--- config.mk ---
export PLATFORM = sky130hd
export DESIGN_NAME = lcd_init_ctrl
export DESIGN_NICKNAME = d
export VERILOG_FILES = /design/src/rtl/lcd_pkg.sv /design/src/rtl/lcd_bl_pwm.sv /design/src/rtl/lcd_init_ctrl.sv
export SDC_FILE = /design/constraint.sdc
export NUM_CORES = 1
export LEC_CHECK = 0
export ABC_AREA = 1
export CAP_MARGIN = 20
export CORE_ASPECT_RATIO = 1.75
export CORE_MARGIN = 1
export CORE_UTILIZATION = 25
export CTS_CLUSTER_DIAMETER = 200
export DETAILED_ROUTE_END_ITERATION = 8
export SYNTH_ARGS = -nofsm -noshare
export SYNTH_HDL_FRONTEND = slang
export SYNTH_SLANG_ARGS = --single-unit
--- constraint.sdc ---
create_clock -name clk -period 3.3 [get_ports clk]
set_input_delay 0.66 -clock clk [delete_from_list [all_inputs] [get_ports clk]]
set_output_delay 0.66 -clock clk [all_outputs]
set_load 0.01 [all_outputs]
--- src/rtl/lcd_pkg.sv ---
// Panel strap codes, IDs, resolutions and FSM state shared by the LCD init path.
// Latency: n/a (declarations only). Backpressure: n/a.
package lcd_pkg;

    localparam logic [15:0] ID_4342 = 16'h4342;
    localparam logic [15:0] ID_7084 = 16'h7084;
    localparam logic [15:0] ID_7016 = 16'h7016;
    localparam logic [15:0] ID_4384 = 16'h4384;
    localparam logic [15:0] ID_1018 = 16'h1018;

    localparam logic [2:0] STRAP_4342 = 3'b000;
    localparam logic [2:0] STRAP_7084 = 3'b001;
    localparam logic [2:0] STRAP_7016 = 3'b010;
    localparam logic [2:0] STRAP_4384 = 3'b100;
    localparam logic [2:0] STRAP_1018 = 3'b101;

    typedef enum logic [2:0] {
        ST_HOLD,
        ST_SAMPLE,
        ST_RELEASE,
        ST_RUN,
        ST_ERR
    } state_t;

    typedef struct packed {
        logic        valid;
        logic [15:0] id;
        logic [10:0] h;
        logic [10:0] v;
    } panel_t;

    localparam panel_t PANEL_DEFAULT = '{valid: 1'b1, id: ID_4342, h: 11'd480, v: 11'd272};

    function automatic panel_t id_decode(input logic [2:0] m);
        panel_t p;
        p = '{valid: 1'b0, id: 16'h0000, h: 11'd0, v: 11'd0};
        case (m)
            STRAP_4342: p = PANEL_DEFAULT;
            STRAP_7084: p = '{valid: 1'b1, id: ID_7084, h: 11'd800,  v: 11'd480};
            STRAP_7016: p = '{valid: 1'b1, id: ID_7016, h: 11'd1024, v: 11'd600};
            STRAP_4384: p = '{valid: 1'b1, id: ID_4384, h: 11'd800,  v: 11'd480};
            STRAP_1018: p = '{valid: 1'b1, id: ID_1018, h: 11'd1280, v: 11'd800};
            default:    p = '{valid: 1'b0, id: 16'h0000, h: 11'd0, v: 11'd0};
        endcase
        return p;
    endfunction

endpackage

--- src/rtl/lcd_bl_pwm.sv ---
// Backlight PWM: free-running 8-bit counter compared against a duty that ramps one LSB per RAMP_STEP.
// Latency: lcd_bl registered, one cycle behind duty. Backpressure: none; target sampled every cycle.
module lcd_bl_pwm #(
    parameter int RAMP_STEP = 256
) (
    input  logic       clk,
    input  logic       rst,
    input  logic       enable,
    input  logic       clr,
    input  logic [7:0] target,
    output logic       lcd_bl
);

    localparam int SW = $clog2(RAMP_STEP) + 1;

    logic [7:0]    pc_q, pc_d;
    logic [7:0]    duty_q, duty_d;
    logic [SW-1:0] step_q, step_d;
    logic          lcd_bl_q, lcd_bl_d;

    always_comb begin
        pc_d   = pc_q + 8'd1;
        duty_d = duty_q;
        step_d = '0;
        if (clr) begin
            duty_d = 8'd0;
        end else if (enable && (duty_q != target)) begin
            // Direction is re-evaluated every step, so a new target mid-ramp simply retargets.
            if (step_q == SW'(RAMP_STEP - 1)) begin
                duty_d = (target > duty_q) ? duty_q + 8'd1 : duty_q - 8'd1;
            end else begin
                step_d = step_q + SW'(1);
            end
        end
        lcd_bl_d = enable && !clr && (pc_q < duty_q);
    end

    always_ff @(posedge clk) begin
        if (rst) begin
            pc_q     <= 8'd0;
            duty_q   <= 8'd0;
            step_q   <= '0;
            lcd_bl_q <= 1'b0;
        end else begin
            pc_q     <= pc_d;
            duty_q   <= duty_d;
            step_q   <= step_d;
            lcd_bl_q <= lcd_bl_d;
        end
    end

    assign lcd_bl = lcd_bl_q;

endmodule

--- src/rtl/lcd_init_ctrl.sv ---
// LCD power-up sequencer: hold reset, read panel straps 3x, release, enable driver, ramp backlight.
// Latency: all outputs registered; drv_en nominally 13003 cycles after rst. Backpressure: none.
module lcd_init_ctrl
    import lcd_pkg::*;
#(
    parameter int RST_HOLD     = 5000,
    parameter int SAMPLE_GAP   = 1000,
    parameter int RELEASE_WAIT = 5000,
    parameter int RAMP_STEP    = 256
) (
    input  logic        clk,
    input  logic        rst,
    input  logic [15:0] lcd_rgb_in,
    input  logic [7:0]  bl_level,
    input  logic        reinit,
    output logic        rgb_oe,
    output logic        lcd_rst,
    output logic        drv_en,
    output logic        lcd_bl,
    output logic [15:0] id_lcd,
    output logic [10:0] h_disp,
    output logic [10:0] v_disp,
    output logic        init_done,
    output logic        id_err
);

    localparam int PW = $clog2((RST_HOLD > RELEASE_WAIT) ? RST_HOLD : RELEASE_WAIT) + 1;
    localparam int GW = $clog2(SAMPLE_GAP) + 1;

    state_t        state_q, state_d;
    logic [PW-1:0] cnt_q, cnt_d;
    logic [GW-1:0] gap_q, gap_d;
    logic [1:0]    nsmp_q, nsmp_d;
    logic [1:0]    att_q, att_d;
    logic [2:0]    s0_q, s0_d, s1_q, s1_d, s2_q, s2_d;
    logic [15:0]   id_q, id_d;
    logic [10:0]   h_q, h_d, v_q, v_d;
    logic          lcd_rst_q, lcd_rst_d;
    logic          run_q, run_d;
    logic          id_err_q, id_err_d;

    logic [2:0]    strap;
    panel_t        dec;
    logic          match;
    logic          reinit_ok;
    logic          rgb_unused;

    assign strap = {lcd_rgb_in[4], lcd_rgb_in[10], lcd_rgb_in[15]};
    // The other bus bits carry pixel data once the driver is enabled, never straps.
    assign rgb_unused = ^{lcd_rgb_in[14:11], lcd_rgb_in[9:5], lcd_rgb_in[3:0]};

    always_comb begin
        dec       = id_decode(s0_q);
        match     = (s0_q == s1_q) && (s1_q == s2_q) && dec.valid;
        reinit_ok = reinit && ((state_q == ST_RUN) || (state_q == ST_ERR));

        state_d = state_q;
        cnt_d   = '0;
        gap_d   = '0;
        nsmp_d  = nsmp_q;
        att_d   = att_q;
        s0_d    = s0_q;
        s1_d    = s1_q;
        s2_d    = s2_q;
        id_d    = id_q;
        h_d     = h_q;
        v_d     = v_q;

        case (state_q)
            ST_HOLD: begin
                cnt_d  = cnt_q + PW'(1);
                nsmp_d = 2'd0;
                if (cnt_q == PW'(RST_HOLD)) begin
                    state_d = ST_SAMPLE;
                    cnt_d   = '0;
                end
            end
            ST_SAMPLE: begin
                if (nsmp_q == 2'd3) begin
                    // Decision cycle after the third sample of an attempt.
                    nsmp_d = 2'd0;
                    if (match) begin
                        state_d = ST_RELEASE;
                        id_d    = dec.id;
                        h_d     = dec.h;
                        v_d     = dec.v;
                    end else if (att_q == 2'd2) begin
                        state_d = ST_ERR;
                        att_d   = 2'd3;
                        id_d    = PANEL_DEFAULT.id;
                        h_d     = PANEL_DEFAULT.h;
                        v_d     = PANEL_DEFAULT.v;
                    end else begin
                        att_d = att_q + 2'd1;
                    end
                end else if (gap_q == GW'(SAMPLE_GAP - 1)) begin
                    nsmp_d = nsmp_q + 2'd1;
                    case (nsmp_q)
                        2'd0:    s0_d = strap;
                        2'd1:    s1_d = strap;
                        default: s2_d = strap;
                    endcase
                end else begin
                    gap_d = gap_q + GW'(1);
                end
            end
            ST_RELEASE: begin
                cnt_d = cnt_q + PW'(1);
                if (cnt_q == PW'(RELEASE_WAIT)) begin
                    state_d = ST_RUN;
                    cnt_d   = '0;
                end
            end
            ST_RUN, ST_ERR: begin
                if (reinit_ok) begin
                    state_d = ST_HOLD;
                    att_d   = 2'd0;
                end
            end
            default: state_d = ST_HOLD;
        endcase

        lcd_rst_d = !((state_d == ST_HOLD) || (state_d == ST_SAMPLE));
        run_d     = (state_d == ST_RUN);
        id_err_d  = (state_d == ST_ERR);
    end

    always_ff @(posedge clk) begin
        if (rst) begin
            state_q   <= ST_HOLD;
            cnt_q     <= '0;
            gap_q     <= '0;
            nsmp_q    <= 2'd0;
            att_q     <= 2'd0;
            s0_q      <= 3'd0;
            s1_q      <= 3'd0;
            s2_q      <= 3'd0;
            id_q      <= 16'h0000;
            h_q       <= 11'd0;
            v_q       <= 11'd0;
            lcd_rst_q <= 1'b0;
            run_q     <= 1'b0;
            id_err_q  <= 1'b0;
        end else begin
            state_q   <= state_d;
            cnt_q     <= cnt_d;
            gap_q     <= gap_d;
            nsmp_q    <= nsmp_d;
            att_q     <= att_d;
            s0_q      <= s0_d;
            s1_q      <= s1_d;
            s2_q      <= s2_d;
            id_q      <= id_d;
            h_q       <= h_d;
            v_q       <= v_d;
            lcd_rst_q <= lcd_rst_d;
            run_q     <= run_d;
            id_err_q  <= id_err_d;
        end
    end

    lcd_bl_pwm #(
        .RAMP_STEP(RAMP_STEP)
    ) u_pwm (
        .clk   (clk),
        .rst   (rst),
        .enable(run_q),
        .clr   (reinit_ok),
        .target(bl_level),
        .lcd_bl(lcd_bl)
    );

    assign lcd_rst   = lcd_rst_q;
    assign rgb_oe    = run_q;
    assign drv_en    = run_q;
    assign init_done = run_q;
    assign id_err    = id_err_q;
    assign id_lcd    = id_q;
    assign h_disp    = h_q;
    assign v_disp    = v_q;

endmodule

# [Yosys cells after proc, flatten, opt, wreduce, memory -nomap -nowiden]
# Index checks and enable logic that the tools add are counted.
# Widths: inputs -> output; s select.
[totals] wordCells=111 output_inout_bits=44 inputBits=27 reg_bits=108
[classes] n_mux=23 n_reduce_logical=31 n_addsub=8 order_cmp=2 n_eq_ne=24 bitwise=5
[op_table] operator="$pmux 39 s5" n=1
[op_table] operator="$mux 11" n=4
[op_table] operator="$mux 16" n=2
[op_table] operator="$mux 3" n=6
[op_table] operator="$add 8x1->8 const B" n=2
[op_table] operator="$reduce_and 4->1" n=4
[op_table] operator="$add 14x1->14 const B" n=1
[op_table] operator="$eq 14x13->1 const B" n=1
[op_table] operator="$eq 3x2->1 const B" n=4
[op_table] operator="$eq 3x3->1 const B" n=4
[op_table] operator="$mux 2" n=6
[op_table] operator="$pmux 3 s4" n=1
[op_table] operator="$add 11x1->11 const B" n=1
[op_table] operator="$eq 11x10->1 const B" n=1
[op_table] operator="$add 9x1->9 const B" n=1
[op_table] operator="$eq 3x1->1 const B" n=3
[op_table] operator="$eq 9x8->1 const B" n=1
[op_table] operator="$logic_not 3->1" n=3
[op_table] operator="$gt 8x8->1" n=1
[op_table] operator="$lt 8x8->1" n=1
[op_table] operator="$mux 8" n=1
[op_table] operator="$ne 8x8->1" n=1
[op_table] operator="$pmux 2 s2" n=2
[op_table] operator="$reduce_or 2->1" n=4
[op_table] operator="other kinds (18)" n=37

# [Longest topological paths before layout]
[logic_depth] depth_word=9 depth_mapped=21 mapped_depth_nobuf=21

# [Modules after synthesis]
# Synthesis repeated with hierarchy kept, for this count alone.
[hier_totals] hier_cells=639 area_unflattened_um2=4760.8
[modules_own_cells] mod="lcd_init_ctrl" area_each_um2=3057.9 n_inst=1 cells_per_inst=416 seq_area_each_um2=1161.1
[modules_own_cells] mod="lcd_bl_pwm" area_each_um2=1702.9 n_inst=1 cells_per_inst=223 seq_area_each_um2=520.5

# [Worst setup path before layout]
# No wires, ideal clock.
[synth_timing] kind="input port to flip-flop" start="in bl_level[7]" end="reg u_pwm.duty_q[6]" n_path_buf=0 setup_time_ps=115 arrival_time_ps=2691 cell_stages=15 setup_slack_ps=494 required_ps=3185 cell_sequence="ha_1 nand2_1 nor2_1 nand4_2 nand2_1 inv_1 fa_1 o21ai_0 nand2_1 nand2_1 nand2_1 nand2_1 nor2_1 o21ai_0 inv_1"
[synth_via] elab_chain_len=3 elab_cells_between_ends=5 classes_between="order compare (1); eq/ne (1); mux (1); reduce/logical (2)"
[synth_rtl] element="start, declared" line="lcd_init_ctrl.sv:14" rtl="input logic [7:0] bl_level,"
[synth_rtl] element="parallel branches: the longest is 3 deep, another holds $gt 8x8->1"
[synth_rtl] element="end signal, assigned" line="lcd_bl_pwm.sv:46" rtl="duty_q <= duty_d;"
[synth_rtl] element="end, declared" line="lcd_bl_pwm.sv:17" rtl="logic [7:0] duty_q, duty_d;"
# Parallel ways; which one is timed is not known.
# A chain may end at the register's enable or synchronous reset.

# [Worst setup path after layout]
[layout_timing] start="in bl_level[7]" end="reg u_pwm.duty_q[7]"
# Same word-level chain as after synthesis.

==> metrics.md <==
| Metric | Value |
|---|---|
| Area grow syn2layout | `19.71%` |
| Tcrit/Tclk final | `0.9079` |
| CP arrival | `3230 ps` |
| Sink Count | `84` |
| Largest family of logic cells by synthesized area | `simple AND/OR/NAND/NOR gates` |
| Leakage power | `2.234 nW` |
| Initial Utilization | `0.2566` |
| CP Cell Sequence | `clkdlybuf4s50_1 -> ha_1 -> nand2_1 -> nor2_1 -> nand2_1 -> nand2_1 -> nand2_1 -> buf_4 -> ha_1 -> nand2_1 -> inv_1 -> nand2_1 -> nand2_1 -> a21oi_1 -> nand3_1 -> nand2_1 -> nor2_1 -> nor2_1 -> nor2_1` |
| Most used cell, CP | `nand2_1` |
| Final WS setup | `304.0 ps` |
| Crit path time final | `2996 ps` |
| Vias in the first global route | `3674` |
| Final RePlAce weighted congestion | `0.8086` |
| DRT Pass-1 Iters | `4` |
| Syn Area/Cell | `7.485 um2` |
| 1st-iter DRT viols | `138` |
| Worst path max stage delay | `400 ps` |
| First-pass GRT wire length | `15.95 mm` |
| Worst-Margin Slew | `606.6 ps` |
| Post-CTS Hold Fix Bufs | `0` |
| Post-cts resize count | `0` |
| Worst Hold End | `u_pwm.step_q[0]$_SDFF_PP0_` |
| Setup Skew | `about 7.8 ps` |
| Cell with the most instances after synthesis | `nand2_1` |
| Req. time, crit path | `roughly 3500 ps` |
| Yosys warning total | `0` |
| Hold path cells | `1` |
| Hold_sp | `u_pwm.step_q[0]$_SDFF_PP0_` |
| Max-slew violation count | `0` |
| Reg clk slew, reported paths | `around 60 ps` |
| Worst slack at placement | `-109.3 ps` |
| Slew margin rel. | `0.5952` |
| Clock root buffer | `clkbuf_16` |
| FF+latch count, synth | `between 80 and 90` |
| CP top delay family | `simple AND/OR/NAND/NOR gates` |
| Peak supply drop | `around 0.22 mV` |
| Worst path slowest cell | `clkdlybuf4s50_1` |
| Antenna cells | `0` |
| PortBufs | `43` |
| Detailed-placement wirelength estimate | `between 7 and 8 mm` |
| ANT nets after route | `0` |
| Setup Buffers After CTS | `0` |
| Share of cells above drive strength 1 | `0.1003` |
| Nets | `723` |
| CP Max Fanout | `6` |
| Critical Setup Path Class | `input pin to flop` |
| Post-Synth XOR/XNOR Area | `0.01890` |
| Pwr/cell area | `401.3 mW/mm2` |
| Area of the mapped netlist | `between 0.004 and 0.005 mm2` |
| R2R Path End | `u_pwm.duty_q[7]$_SDFFE_PP0P_` |
| Synth Area in Adders | `0.09074` |
| Post-synth EDFFs | `0` |
| Final hold viol count | `0` |
| Synth Flop Type | `dfxtp_1` |
| Worst r2r path cells | `19` |
| Via count | `3861` |
| Crit start category | `input pin` |
| Worst skew pair latency | `approximately 340 ps` |
| Clock buffer depth | `2` |
| Post-synthesis sequential area ratio | `0.3629` |
| Worst Hold Class | `flop to flop` |
| H-tree depth | `3` |
| Die Ht | `182.1 um` |
| Filler cell count | `1949` |
| Post-synthesis compound-gate area fraction | `0.1150` |
| Die width | `~100 um` |
| Worst path buffer plus inverter count | `3` |
| R2r setup slk | `610 ps` |
| Core Region | `0.01805 mm2` |
| Outcome | `complete, no violations` |
| Post-synthesis simple-gate area fraction | `0.2741` |
| DRC | `0` |
| Synth top area cells | `dfxtp_1 36%, ha_1 8.6%, nand2_1 8.1%, inv_1 7.2%, a21oi_1 6.6%` |
| GRT overflow | `0` |
| Via-to-Cell Ratio | `4.280` |
| Final instance area | `0.005547 mm2` |
| Cells after Synth | `619` |
| Io pins | `71` |
| Crit end category | `flop` |
| Wire length per cell | `10.27 um` |
| Total CTS buffers | `9` |
| Post-synthesis async set-or-reset flop share | `0` |
| Total Wirelength | `9.266 mm` |
| Total GRT Usage | `0.1040` |
| Final setup fails | `0` |
| Mux contribution to synthesized area | `0` |
| DIE AREA | `0.01910 mm2` |
| RSZ-0062 raised after global routing | `false` |
| FMAX | `333.8 MHz` |
| Unique cell type count in the Yosys netlist | `43` |
| Initial antenna violation count | `0` |
| Max Cap Viol | `0` |
| Row cnt | `65` |
| R2R Path Start | `u_pwm.duty_q[7]$_SDFFE_PP0P_` |
| Synth top cells by count | `100 x nand2_1, 89 x inv_1, 84 x dfxtp_1, 62 x nor2_1, 61 x a21oi_1` |
| Yosys top cell by area | `dfxtp_1` |
| Top cell type's share of synthesized area | `0.3629` |
| Post-DP Area | `0.005221 mm2` |
| CTS tree | `built` |
| Largest net degree at the start of global routing | `24` |
[routing by layer]
layer  vias to the layer above  track usage  share of wire
met5                         -            0              0
met3                        17      0.01964          0.029
li1                       2049            -              -
met1                      1739      0.09910           0.39
met4                         0      0.05859          0.027
met2                        56       0.2042           0.55
[power breakdown]
part | switching (mW) | internal, mW | total [mW] | leakage, nW
logic | 0.0596 | 0.0469 | 0.106 | 1.40
registers | 0.00605 | 1.02 | 1.03 | 0.677
clock network | 0.410 | 0.683 | 1.09 | 0.159
total | 0.476 | 1.75 | 2.23 | 2.23
[area by class of cell]
cell class,count,area [um2],area share
inverter,94,355.3,0.06406
clock buffer,10,239.0,0.04309
clock inverter,6,86.33,0.01557
multi-input combinational,418,2364,0.4261
timing repair buffer,56,528.0,0.09520
sequential,84,1682,0.3032
tap,234,292.8,0.05279
[state kept, by name (all words and copies together), names as in the netlist, 3 cells and up]
signal,count
cnt_q,14
gap_q,11
id_lcd,10
s0_q,3
s1_q,3
s2_q,3
state_q,3
u_pwm.duty_q,8
u_pwm.pc_q,8
u_pwm.step_q,9
[how the worst max path moves through the flow]
| stage | slack (ps) | from | cells past startpoint | endpoint |
|---|---|---|---|---|
| final | 300 | bl_level[7] | 19 | u_pwm.duty_q[7]$_SDFFE_PP0P_ |
| after detailed placement | -110 | bl_level[7] | 19 | u_pwm.duty_q[7]$_SDFFE_PP0P_ |
| after global placement | -80 | bl_level[7] | 16 | u_pwm.duty_q[6]$_SDFFE_PP0P_ |
| after floorplan | 490 | bl_level[7] | 15 | u_pwm.duty_q[6]$_SDFFE_PP0P_ |
| after CTS | 250 | bl_level[7] | 19 | u_pwm.duty_q[7]$_SDFFE_PP0P_ |
| after global routing | 70 | bl_level[7] | 16 | u_pwm.duty_q[6]$_SDFFE_PP0P_ |
[cells in the final DEF, fill, tap and decap left out, types with 3 or more instances in the layout]
cell             synthesis  final
nand3_2                  6      6
nor3_1                  10     10
nor3_2                   4      4
ha_1                    32     32
dfxtp_1                 84     84
inv_1                   89     89
buf_4                   28     13
xnor2_1                  4      4
nand2_2                  6      6
o21ai_0                 27     27
nor3b_1                  5      5
xor2_1                   6      6
nor2_2                   6      6
inv_2                    4      4
conb_1                   1     14
clkdlybuf4s50_1          0     43
nor2_1                  62     62
nor4_1                   3      3
o21ai_1                  5      5
nand4_1                  9      9
nor2_4                   3      3
nand2_1                100    100
a21oi_1                 61     61
clkbuf_16                0      9
nand3_1                 36     36
[stage by stage]
stage / cells / TNS (ps) / total power [mW] / hold slack [ps] / utilization
2_1_floorplan: 632 / 0 / 1.127 / 417.5 / -
3_3_place_gp: 886 / -140.6 / 1.156 / 429.6 / 0.2892
3_5_place_dp: 886 / -270.4 / 1.157 / 446.0 / 0.2892
4_1_cts: 902 / 0 / 2.261 / 462.5 / 0.3072
5_1_grt: 902 / 0 / 2.317 / 485.2 / 0.3072
6_report: 902 / 0 / 2.226 / 450.9 / 0.3072
[logic make-up (layout without fill, tap and decap cells)]
group	after synthesis	after routing
AO/OA/AOI/OAI	102	102
AND/OR/NAND/NOR	259	259
buffers and inverters	130	166
flip-flops	84	84
other	1	14
XOR/XNOR	10	10
adder cells (fa/ha/maj)	33	33
Power figures use the tool's default switching activity.
